==> src/rtl/cpu_seq_pkg.sv <==
// Shared types for the ALU instruction sequencer: opcodes, FSM states and op classes.
// HOLD only exists when SEQ_SINGLE_STEP_EN is defined.
package cpu_seq_pkg;

  localparam logic [4:0] OP_ADD = 5'b00011;
  localparam logic [4:0] OP_AND = 5'b00101;
  localparam logic [4:0] OP_OR  = 5'b00110;
  localparam logic [4:0] OP_ROL = 5'b01010;
  localparam logic [4:0] OP_MUL = 5'b01111;
  localparam logic [4:0] OP_DIV = 5'b10000;
  localparam logic [4:0] OP_NEG = 5'b10001;
  localparam logic [4:0] OP_NOT = 5'b10010;

  typedef enum logic [3:0] {
    IDLE, T0, T1, T2, T3, T4, T5, T6, TRAP
`ifdef SEQ_SINGLE_STEP_EN
    , HOLD
`endif
  } state_t;

  typedef enum logic [1:0] {BIN, MULDIV, UNARY, ILLEGAL} op_class_t;

endpackage

==> src/rtl/alu_instr_sequencer_if.sv <==
// Control bundle between the sequencer (master) and the CPU datapath (slave).
// Widths must match the parameters of the attached sequencer.
interface alu_instr_sequencer_if #(
  parameter int NUM_REGS = 16,
  parameter int OP_W     = 5,
  parameter int DATA_W   = 32
);
  logic                run;
  logic                mem_ready;
  logic [DATA_W-1:0]   ir;
  logic                pc_out, mdr_out, zlo_out, zhi_out;
  logic                mar_in, pc_in, mdr_in, ir_in, y_in, zlo_in, zhi_in, hi_in, lo_in;
  logic                mdr_read, inc_pc;
  logic [NUM_REGS-1:0] r_out;
  logic [NUM_REGS-1:0] r_in;
  logic [OP_W-1:0]     alu_op;
  logic                busy, done, illegal;

  modport master (
    input  run, mem_ready, ir,
    output pc_out, mdr_out, zlo_out, zhi_out,
    output mar_in, pc_in, mdr_in, ir_in, y_in, zlo_in, zhi_in, hi_in, lo_in,
    output mdr_read, inc_pc, r_out, r_in, alu_op, busy, done, illegal
  );

  modport slave (
    output run, mem_ready, ir,
    input  pc_out, mdr_out, zlo_out, zhi_out,
    input  mar_in, pc_in, mdr_in, ir_in, y_in, zlo_in, zhi_in, hi_in, lo_in,
    input  mdr_read, inc_pc, r_out, r_in, alu_op, busy, done, illegal
  );
endinterface

==> src/rtl/seq_decode.sv <==
// Combinational opcode classifier; any register index outside the register file
// makes the instruction illegal regardless of opcode.
module seq_decode
  import cpu_seq_pkg::*;
#(
  parameter int NUM_REGS  = 16,
  parameter int REG_IDX_W = 4,
  parameter int OP_W      = 5
) (
  input  logic [OP_W-1:0]      op,
  input  logic [REG_IDX_W-1:0] ra,
  input  logic [REG_IDX_W-1:0] rb,
  input  logic [REG_IDX_W-1:0] rc,
  output op_class_t            op_class
);

  logic idx_ok;

  always_comb begin
    idx_ok = (int'(ra) < NUM_REGS) && (int'(rb) < NUM_REGS) && (int'(rc) < NUM_REGS);
    op_class = ILLEGAL;
    if (idx_ok) begin
      if ((op >= OP_W'(OP_ADD) && op <= OP_W'(OP_ROL)) ||
          op == OP_W'(OP_AND) || op == OP_W'(OP_OR))
        op_class = BIN;
      else if (op == OP_W'(OP_MUL) || op == OP_W'(OP_DIV))
        op_class = MULDIV;
      else if (op == OP_W'(OP_NEG) || op == OP_W'(OP_NOT))
        op_class = UNARY;
    end
  end

endmodule

==> src/rtl/alu_instr_sequencer.sv <==
// Fetch/execute control FSM for register-register ALU ops; Moore strobes except pc_in in T1.
// SEQ_SINGLE_STEP_EN adds a step input and a HOLD state after each completed instruction.
module alu_instr_sequencer
  import cpu_seq_pkg::*;
#(
  parameter int NUM_REGS  = 16,
  parameter int REG_IDX_W = 4,
  parameter int OP_W      = 5,
  parameter int DATA_W    = 32
) (
  input  logic                  clk,
  input  logic                  rst_n,
`ifdef SEQ_SINGLE_STEP_EN
  input  logic                  step,
`endif
  alu_instr_sequencer_if.master bus
);

  localparam int RA_MSB = DATA_W - OP_W - 1;
  localparam int RB_MSB = RA_MSB - REG_IDX_W;
  localparam int RC_MSB = RB_MSB - REG_IDX_W;
  localparam logic [NUM_REGS-1:0] ONE = NUM_REGS'(1);

  state_t                 state_q, state_d, done_next;
  op_class_t              cls;
  logic [OP_W-1:0]        op;
  logic [REG_IDX_W-1:0]   ra, rb, rc;
  logic [NUM_REGS-1:0]    oh_ra, oh_rb, oh_rc;
  logic                   illegal_q;
  logic                   unused_ir_low;

  assign op  = bus.ir[DATA_W-1 -: OP_W];
  assign ra  = bus.ir[RA_MSB -: REG_IDX_W];
  assign rb  = bus.ir[RB_MSB -: REG_IDX_W];
  assign rc  = bus.ir[RC_MSB -: REG_IDX_W];
  assign unused_ir_low = &{1'b0, bus.ir[RC_MSB-REG_IDX_W:0]};

  assign oh_ra = ONE << ra;
  assign oh_rb = ONE << rb;
  assign oh_rc = ONE << rc;

  seq_decode #(
    .NUM_REGS  (NUM_REGS),
    .REG_IDX_W (REG_IDX_W),
    .OP_W      (OP_W)
  ) u_decode (
    .op       (op),
    .ra       (ra),
    .rb       (rb),
    .rc       (rc),
    .op_class (cls)
  );

`ifdef SEQ_SINGLE_STEP_EN
  logic step_q, step_rise_q;

  // Registered rise so HOLD leaves one cycle after the edge is seen.
  always_ff @(posedge clk or negedge rst_n) begin
    if (!rst_n) begin
      step_q      <= 1'b0;
      step_rise_q <= 1'b0;
    end else begin
      step_q      <= step;
      step_rise_q <= step & ~step_q;
    end
  end

  assign done_next = HOLD;
`else
  assign done_next = bus.run ? T0 : IDLE;
`endif

  always_ff @(posedge clk or negedge rst_n) begin
    if (!rst_n) begin
      state_q   <= IDLE;
      illegal_q <= 1'b0;
    end else begin
      state_q <= state_d;
      if (state_q == T3 && cls == ILLEGAL)
        illegal_q <= 1'b1;
    end
  end

  always_comb begin
    state_d = state_q;
    case (state_q)
      IDLE:    if (bus.run) state_d = T0;
      T0:      state_d = T1;
      T1:      if (bus.mem_ready) state_d = T2;
      T2:      state_d = T3;
      T3:      state_d = (cls == ILLEGAL) ? TRAP : T4;
      T4:      state_d = T5;
      T5:      state_d = (cls == MULDIV) ? T6 : done_next;
      T6:      state_d = done_next;
      TRAP:    state_d = TRAP;
`ifdef SEQ_SINGLE_STEP_EN
      HOLD:    if (step_rise_q) state_d = bus.run ? T0 : IDLE;
`endif
      default: state_d = IDLE;
    endcase
  end

  always_comb begin
    bus.pc_out   = 1'b0;
    bus.mdr_out  = 1'b0;
    bus.zlo_out  = 1'b0;
    bus.zhi_out  = 1'b0;
    bus.mar_in   = 1'b0;
    bus.pc_in    = 1'b0;
    bus.mdr_in   = 1'b0;
    bus.ir_in    = 1'b0;
    bus.y_in     = 1'b0;
    bus.zlo_in   = 1'b0;
    bus.zhi_in   = 1'b0;
    bus.hi_in    = 1'b0;
    bus.lo_in    = 1'b0;
    bus.mdr_read = 1'b0;
    bus.inc_pc   = 1'b0;
    bus.r_out    = '0;
    bus.r_in     = '0;
    bus.alu_op   = '0;
    bus.done     = 1'b0;
    bus.busy     = (state_q != IDLE);
    case (state_q)
      T0: begin
        bus.pc_out = 1'b1;
        bus.mar_in = 1'b1;
        bus.inc_pc = 1'b1;
        bus.zlo_in = 1'b1;
      end
      T1: begin
        bus.zlo_out  = 1'b1;
        bus.pc_in    = bus.mem_ready;
        bus.mdr_read = 1'b1;
        bus.mdr_in   = 1'b1;
      end
      T2: begin
        bus.mdr_out = 1'b1;
        bus.ir_in   = 1'b1;
      end
      T3: begin
        if (cls == BIN || cls == MULDIV) begin
          bus.r_out = oh_rb;
          bus.y_in  = 1'b1;
        end
      end
      T4: begin
        if (cls != ILLEGAL) begin
          bus.r_out  = (cls == UNARY) ? oh_rb : oh_rc;
          bus.alu_op = op;
          bus.zlo_in = 1'b1;
          bus.zhi_in = 1'b1;
        end
      end
      T5: begin
        bus.zlo_out = 1'b1;
        if (cls == MULDIV) begin
          bus.lo_in = 1'b1;
        end else begin
          bus.r_in = oh_ra;
          bus.done = 1'b1;
        end
      end
      T6: begin
        bus.zhi_out = 1'b1;
        bus.hi_in   = 1'b1;
        bus.done    = 1'b1;
      end
      default: ;
    endcase
  end

  assign bus.illegal = illegal_q;

endmodule
==> src/flat_wrapper.sv <==
// flat-port wrapper written by rule: the top's interface ports become plain ports
module alu_instr_sequencer_flat import cpu_seq_pkg::*;
#(
  parameter int NUM_REGS  = 16,
  parameter int REG_IDX_W = 4,
  parameter int OP_W      = 5,
  parameter int DATA_W    = 32
)
  (clk, rst_n, bus_run, bus_mem_ready, bus_ir, bus_pc_out, bus_mdr_out, bus_zlo_out, bus_zhi_out, bus_mar_in, bus_pc_in, bus_mdr_in, bus_ir_in, bus_y_in, bus_zlo_in, bus_zhi_in, bus_hi_in, bus_lo_in, bus_mdr_read, bus_inc_pc, bus_r_out, bus_r_in, bus_alu_op, bus_busy, bus_done, bus_illegal);
  alu_instr_sequencer_if #(.NUM_REGS(NUM_REGS), .OP_W(OP_W), .DATA_W(DATA_W)) bus_i ();
  input  logic clk;
  input  logic rst_n;
  input wire logic [$bits(bus_i.run)-1:0] bus_run;
  input wire logic [$bits(bus_i.mem_ready)-1:0] bus_mem_ready;
  input wire logic [$bits(bus_i.ir)-1:0] bus_ir;
  output wire logic [$bits(bus_i.pc_out)-1:0] bus_pc_out;
  output wire logic [$bits(bus_i.mdr_out)-1:0] bus_mdr_out;
  output wire logic [$bits(bus_i.zlo_out)-1:0] bus_zlo_out;
  output wire logic [$bits(bus_i.zhi_out)-1:0] bus_zhi_out;
  output wire logic [$bits(bus_i.mar_in)-1:0] bus_mar_in;
  output wire logic [$bits(bus_i.pc_in)-1:0] bus_pc_in;
  output wire logic [$bits(bus_i.mdr_in)-1:0] bus_mdr_in;
  output wire logic [$bits(bus_i.ir_in)-1:0] bus_ir_in;
  output wire logic [$bits(bus_i.y_in)-1:0] bus_y_in;
  output wire logic [$bits(bus_i.zlo_in)-1:0] bus_zlo_in;
  output wire logic [$bits(bus_i.zhi_in)-1:0] bus_zhi_in;
  output wire logic [$bits(bus_i.hi_in)-1:0] bus_hi_in;
  output wire logic [$bits(bus_i.lo_in)-1:0] bus_lo_in;
  output wire logic [$bits(bus_i.mdr_read)-1:0] bus_mdr_read;
  output wire logic [$bits(bus_i.inc_pc)-1:0] bus_inc_pc;
  output wire logic [$bits(bus_i.r_out)-1:0] bus_r_out;
  output wire logic [$bits(bus_i.r_in)-1:0] bus_r_in;
  output wire logic [$bits(bus_i.alu_op)-1:0] bus_alu_op;
  output wire logic [$bits(bus_i.busy)-1:0] bus_busy;
  output wire logic [$bits(bus_i.done)-1:0] bus_done;
  output wire logic [$bits(bus_i.illegal)-1:0] bus_illegal;
  assign bus_i.run = bus_run;
  assign bus_i.mem_ready = bus_mem_ready;
  assign bus_i.ir = bus_ir;
  assign bus_pc_out = bus_i.pc_out;
  assign bus_mdr_out = bus_i.mdr_out;
  assign bus_zlo_out = bus_i.zlo_out;
  assign bus_zhi_out = bus_i.zhi_out;
  assign bus_mar_in = bus_i.mar_in;
  assign bus_pc_in = bus_i.pc_in;
  assign bus_mdr_in = bus_i.mdr_in;
  assign bus_ir_in = bus_i.ir_in;
  assign bus_y_in = bus_i.y_in;
  assign bus_zlo_in = bus_i.zlo_in;
  assign bus_zhi_in = bus_i.zhi_in;
  assign bus_hi_in = bus_i.hi_in;
  assign bus_lo_in = bus_i.lo_in;
  assign bus_mdr_read = bus_i.mdr_read;
  assign bus_inc_pc = bus_i.inc_pc;
  assign bus_r_out = bus_i.r_out;
  assign bus_r_in = bus_i.r_in;
  assign bus_alu_op = bus_i.alu_op;
  assign bus_busy = bus_i.busy;
  assign bus_done = bus_i.done;
  assign bus_illegal = bus_i.illegal;
  alu_instr_sequencer #(.NUM_REGS(NUM_REGS), .REG_IDX_W(REG_IDX_W), .OP_W(OP_W), .DATA_W(DATA_W)) u_core (.clk(clk), .rst_n(rst_n), .bus(bus_i));
endmodule
==> config.mk <==
export PLATFORM = sky130hd
export DESIGN_NAME = alu_instr_sequencer_flat
export DESIGN_NICKNAME = d
export VERILOG_FILES = /design/src/rtl/cpu_seq_pkg.sv /design/src/rtl/alu_instr_sequencer_if.sv /design/src/rtl/seq_decode.sv /design/src/rtl/alu_instr_sequencer.sv /design/src/flat_wrapper.sv
export SDC_FILE = /design/constraint.sdc
export NUM_CORES = 1
export LEC_CHECK = 0
export CAP_MARGIN = 25
export CELL_PAD_IN_SITES_DETAIL_PLACEMENT = 0
export CELL_PAD_IN_SITES_GLOBAL_PLACEMENT = 1
export CORE_MARGIN = 10
export CORE_UTILIZATION = 21
export DETAILED_ROUTE_END_ITERATION = 8
export HOLD_SLACK_MARGIN = 0.12
export PLACE_DENSITY_LB_ADDON = 0.08
export SLEW_MARGIN = 20
export SYNTH_ARGS = -nofsm -noshare
export SYNTH_HDL_FRONTEND = slang
export SYNTH_SLANG_ARGS = --single-unit
==> constraint.sdc <==
create_clock -name clk -period 4.8 [get_ports clk]
set_input_delay 0.72 -clock clk [delete_from_list [all_inputs] [get_ports clk]]
set_output_delay 0.72 -clock clk [all_outputs]
set_load 0.01 [all_outputs]
==> results_dict.tcl <==
set metrics [dict create \
    dp_slack_ns 0.757 \
    antennaDiodeCount 0 \
    dp_hpwl_um 3650 \
    die_area_mm2 0.00823 \
    yosysTopAreaCell "dfrtp_1" \
    drive_gt1_frac 0.0603 \
    drv_slew 0 \
    powerDensity_mw_per_mm2 266 \
    seq_area_frac_synth 0.119 \
    holdCritPathClass "reg -> reg" \
    finalWirelength_um 4340 \
    core-area_mm2 0.00479 \
    vias_per_cell 4.79 \
    critical_path_class "in -> out" \
    drc 0 \
    antenna_found_initial 0 \
    start_util 0.219 \
    tightest_slew_ns 0.552 \
    synth-seq-cells 5 \
    clk_latency_ns 0.22 \
    cts-root-buf "clkbuf_8" \
    hold_viol_final 0 \
    worst_slack_ns 0.763 \
    finalCritPeriodShare 0.841 \
    skew_ns 0.00151 \
    chipWidth_um 90.7 \
    cts_buffers 3 \
    power_leakage_uw 0.000638 \
    wire_per_inst_um 14.5 \
    die_y_um 90.7 \
    crit_path_start_kind "input pin" \
    avgSynthCellArea_um2 6.36 \
    synth_nets 201 \
    rows 25 \
    synth_top_area_share 0.119 \
    grt_pass1_vias 1378 \
    drv_cap 0 \
    finalSetupTns_ns 0 \
    status "completed" \
    place.port_buffers 75 \
    synthCells 165 \
    ioPinCount 91 \
    setup_viol 0 \
    antenna_left 0 \
    drtPass1Iterations 4 \
    fin_crit_ns 4.04 \
    grt_setup_unrepaired "false" \
    arrival_ns 3.32 \
    cp.required_ns 4.08 \
    cts_tree "built" \
    grt_start_max_net_pins 14 \
    nNetsFinal 269 \
    hold_ws_ns 0.455 \
    cp-end-kind "output pin" \
    slew_headroom 0.632 \
    dr.first_iter.drc_count 79 \
    syn_area_mm2 0.00105 \
    yosysUniqueCellTypes 45 \
    max_freq_ghz 0.248 \
    post_cts_buffers 0 \
    cts_buffer_depth 2 \
    vias 1431 \
    path_max_fanout 13 \
    grt_pass1_wl_um 6980 \
    post_cts_resized 0 \
    ys_warn_count 0 \
    grt_overflow 0 \
    area_growth_pct 77.5 \
    clk_pin_slew_ns 0.03 \
    cts.sinks 5 \
    gp_congestion 0.815 \
    grtUsageTotal 0.0987 \
    nFillCells 504 \
    h-tree-depth 1 \
    vdd_drop_max_mv 0.176 \
    synth.area.top_cells "dfrtp_1 (12%), nor2_1 (9.7%), nand2b_1 (7.7%), nor3_1 (5.7%), o22ai_1 (4.2%)" \
    hold_buffers 0 \
]
## sequential cells by signal, summed over array words and instances (netlist names)
signal	cells
u_core.bus.illegal	1
u_core.state_q	4
## cells in the final DEF, fill, tap and decap left out, types with 2 or more instances in the layout
cell type | Yosys | routed
nand2b_1 | 13 | 13
nand4b_1 | 2 | 2
or2_2 | 2 | 2
o31ai_1 | 4 | 4
buf_4 | 5 | 2
o41ai_1 | 2 | 2
clkbuf_8 | 0 | 3
nor3_1 | 12 | 12
o21ai_1 | 4 | 4
a21o_1 | 2 | 2
o32ai_1 | 5 | 5
and2_1 | 4 | 4
a21oi_1 | 4 | 4
nor2b_1 | 2 | 2
nand2_1 | 11 | 11
nand4_1 | 4 | 4
nor2_1 | 27 | 27
o22ai_1 | 7 | 7
a31oi_1 | 2 | 2
clkdlybuf4s50_1 | 0 | 75
inv_1 | 6 | 6
nand3b_1 | 3 | 3
dfrtp_1 | 5 | 5
and3_1 | 4 | 4
nand3_1 | 7 | 7
## path summary, 6_finish.rpt
kind | start | to | slack, ns | cells after the start
min in group asynchronous | rst_n | u_core.state_q[1] | 0.72 | 1
hold reg to reg | u_core.bus.illegal | u_core.bus.illegal | 0.45 | 1
setup reg to reg | u_core.state_q[0] | u_core.state_q[0] | 3.52 | 4
hold / removal | u_core.bus.illegal | u_core.bus.illegal | 0.45 | 1
max in group asynchronous | rst_n | u_core.state_q[2] | 3.89 | 1
setup / recovery | bus_ir[29] | bus_r_out[12] | 0.76 | 6
## worst max-delay path, cell delays in order
cell,delay (ns)
clkdlybuf4s50_1,0.47
or3b_1,0.49
nor2_2,0.35
a22oi_2,0.26
o41ai_1,0.39
clkdlybuf4s50_1,0.61
## layout make-up
| class | count | area (µm²) | area share |
|---|---|---|---|
| inverter | 7 | 26.3 | 0.0141 |
| clock buffer | 4 | 45.0 | 0.0242 |
| tap | 67 | 83.8 | 0.0450 |
| multi-input combinational | 139 | 817 | 0.439 |
| sequential | 5 | 125 | 0.0672 |
| timing repair buffer | 77 | 766 | 0.411 |
## metal layers
layer  global-route usage  wire (µm)  share of wire  up-vias
met5                    0          0              0        -
met4               0.0159         29         0.0067        0
met3               0.0308        322          0.074        4
met2                0.160       1910           0.44       62
met1                0.125       2080           0.48      632
li1                     -          -              -      733
## per-stage QoR
step	instances	instance area, µm²	utilization	power [µW]
final	299	1860	0.389	495
after global routing	299	1860	0.389	536
after CTS	299	1860	0.389	503
after detailed placement	295	1820	0.380	423
after global placement	295	1820	0.380	421
after floorplan	165	1050	-	276
## report_power, final
part	total, µW	leakage, µW	switching, µW	internal [µW]
registers	97.1	0.0000611	37.3	59.8
clock network	78.2	0.0000228	21.2	57.0
logic	320	0.000554	152	168
total	495	0.000638	210	285
## kinds of logic (layout without fill, tap and decap cells)
family,Yosys count,count (layout),synth area share
simple gates,99,99,0.495
xor+xnor,1,1,0.00834
compound gates,38,38,0.266
buf+inv,21,88,0.102
mux,1,1,0.00954
flops,5,5,0.119
## Yosys cell counts, drive strengths merged
master  count
nand4       4
and2        4
a21bo       1
nand3b      3
o31ai       4
a21o        2
a22oi       1
clkbuf      6
or3b        1
o22ai       7
or2         4
nand2b     13
xnor2       1
a41oi       1
nor3       13
o211ai      1
mux2i       1
nor3b       1
dfrtp       5
o32ai       5
a21oi       4
buf         8
nor4        1
and3        4
inv         7
a211oi      1
nand3       7
nor2b       2
nand4b      2
or3         1
nand2      11
o22a        1
a31oi       2
o21ai       6
nor2       28
o41ai       2
(Power assumes the default switching activity.)
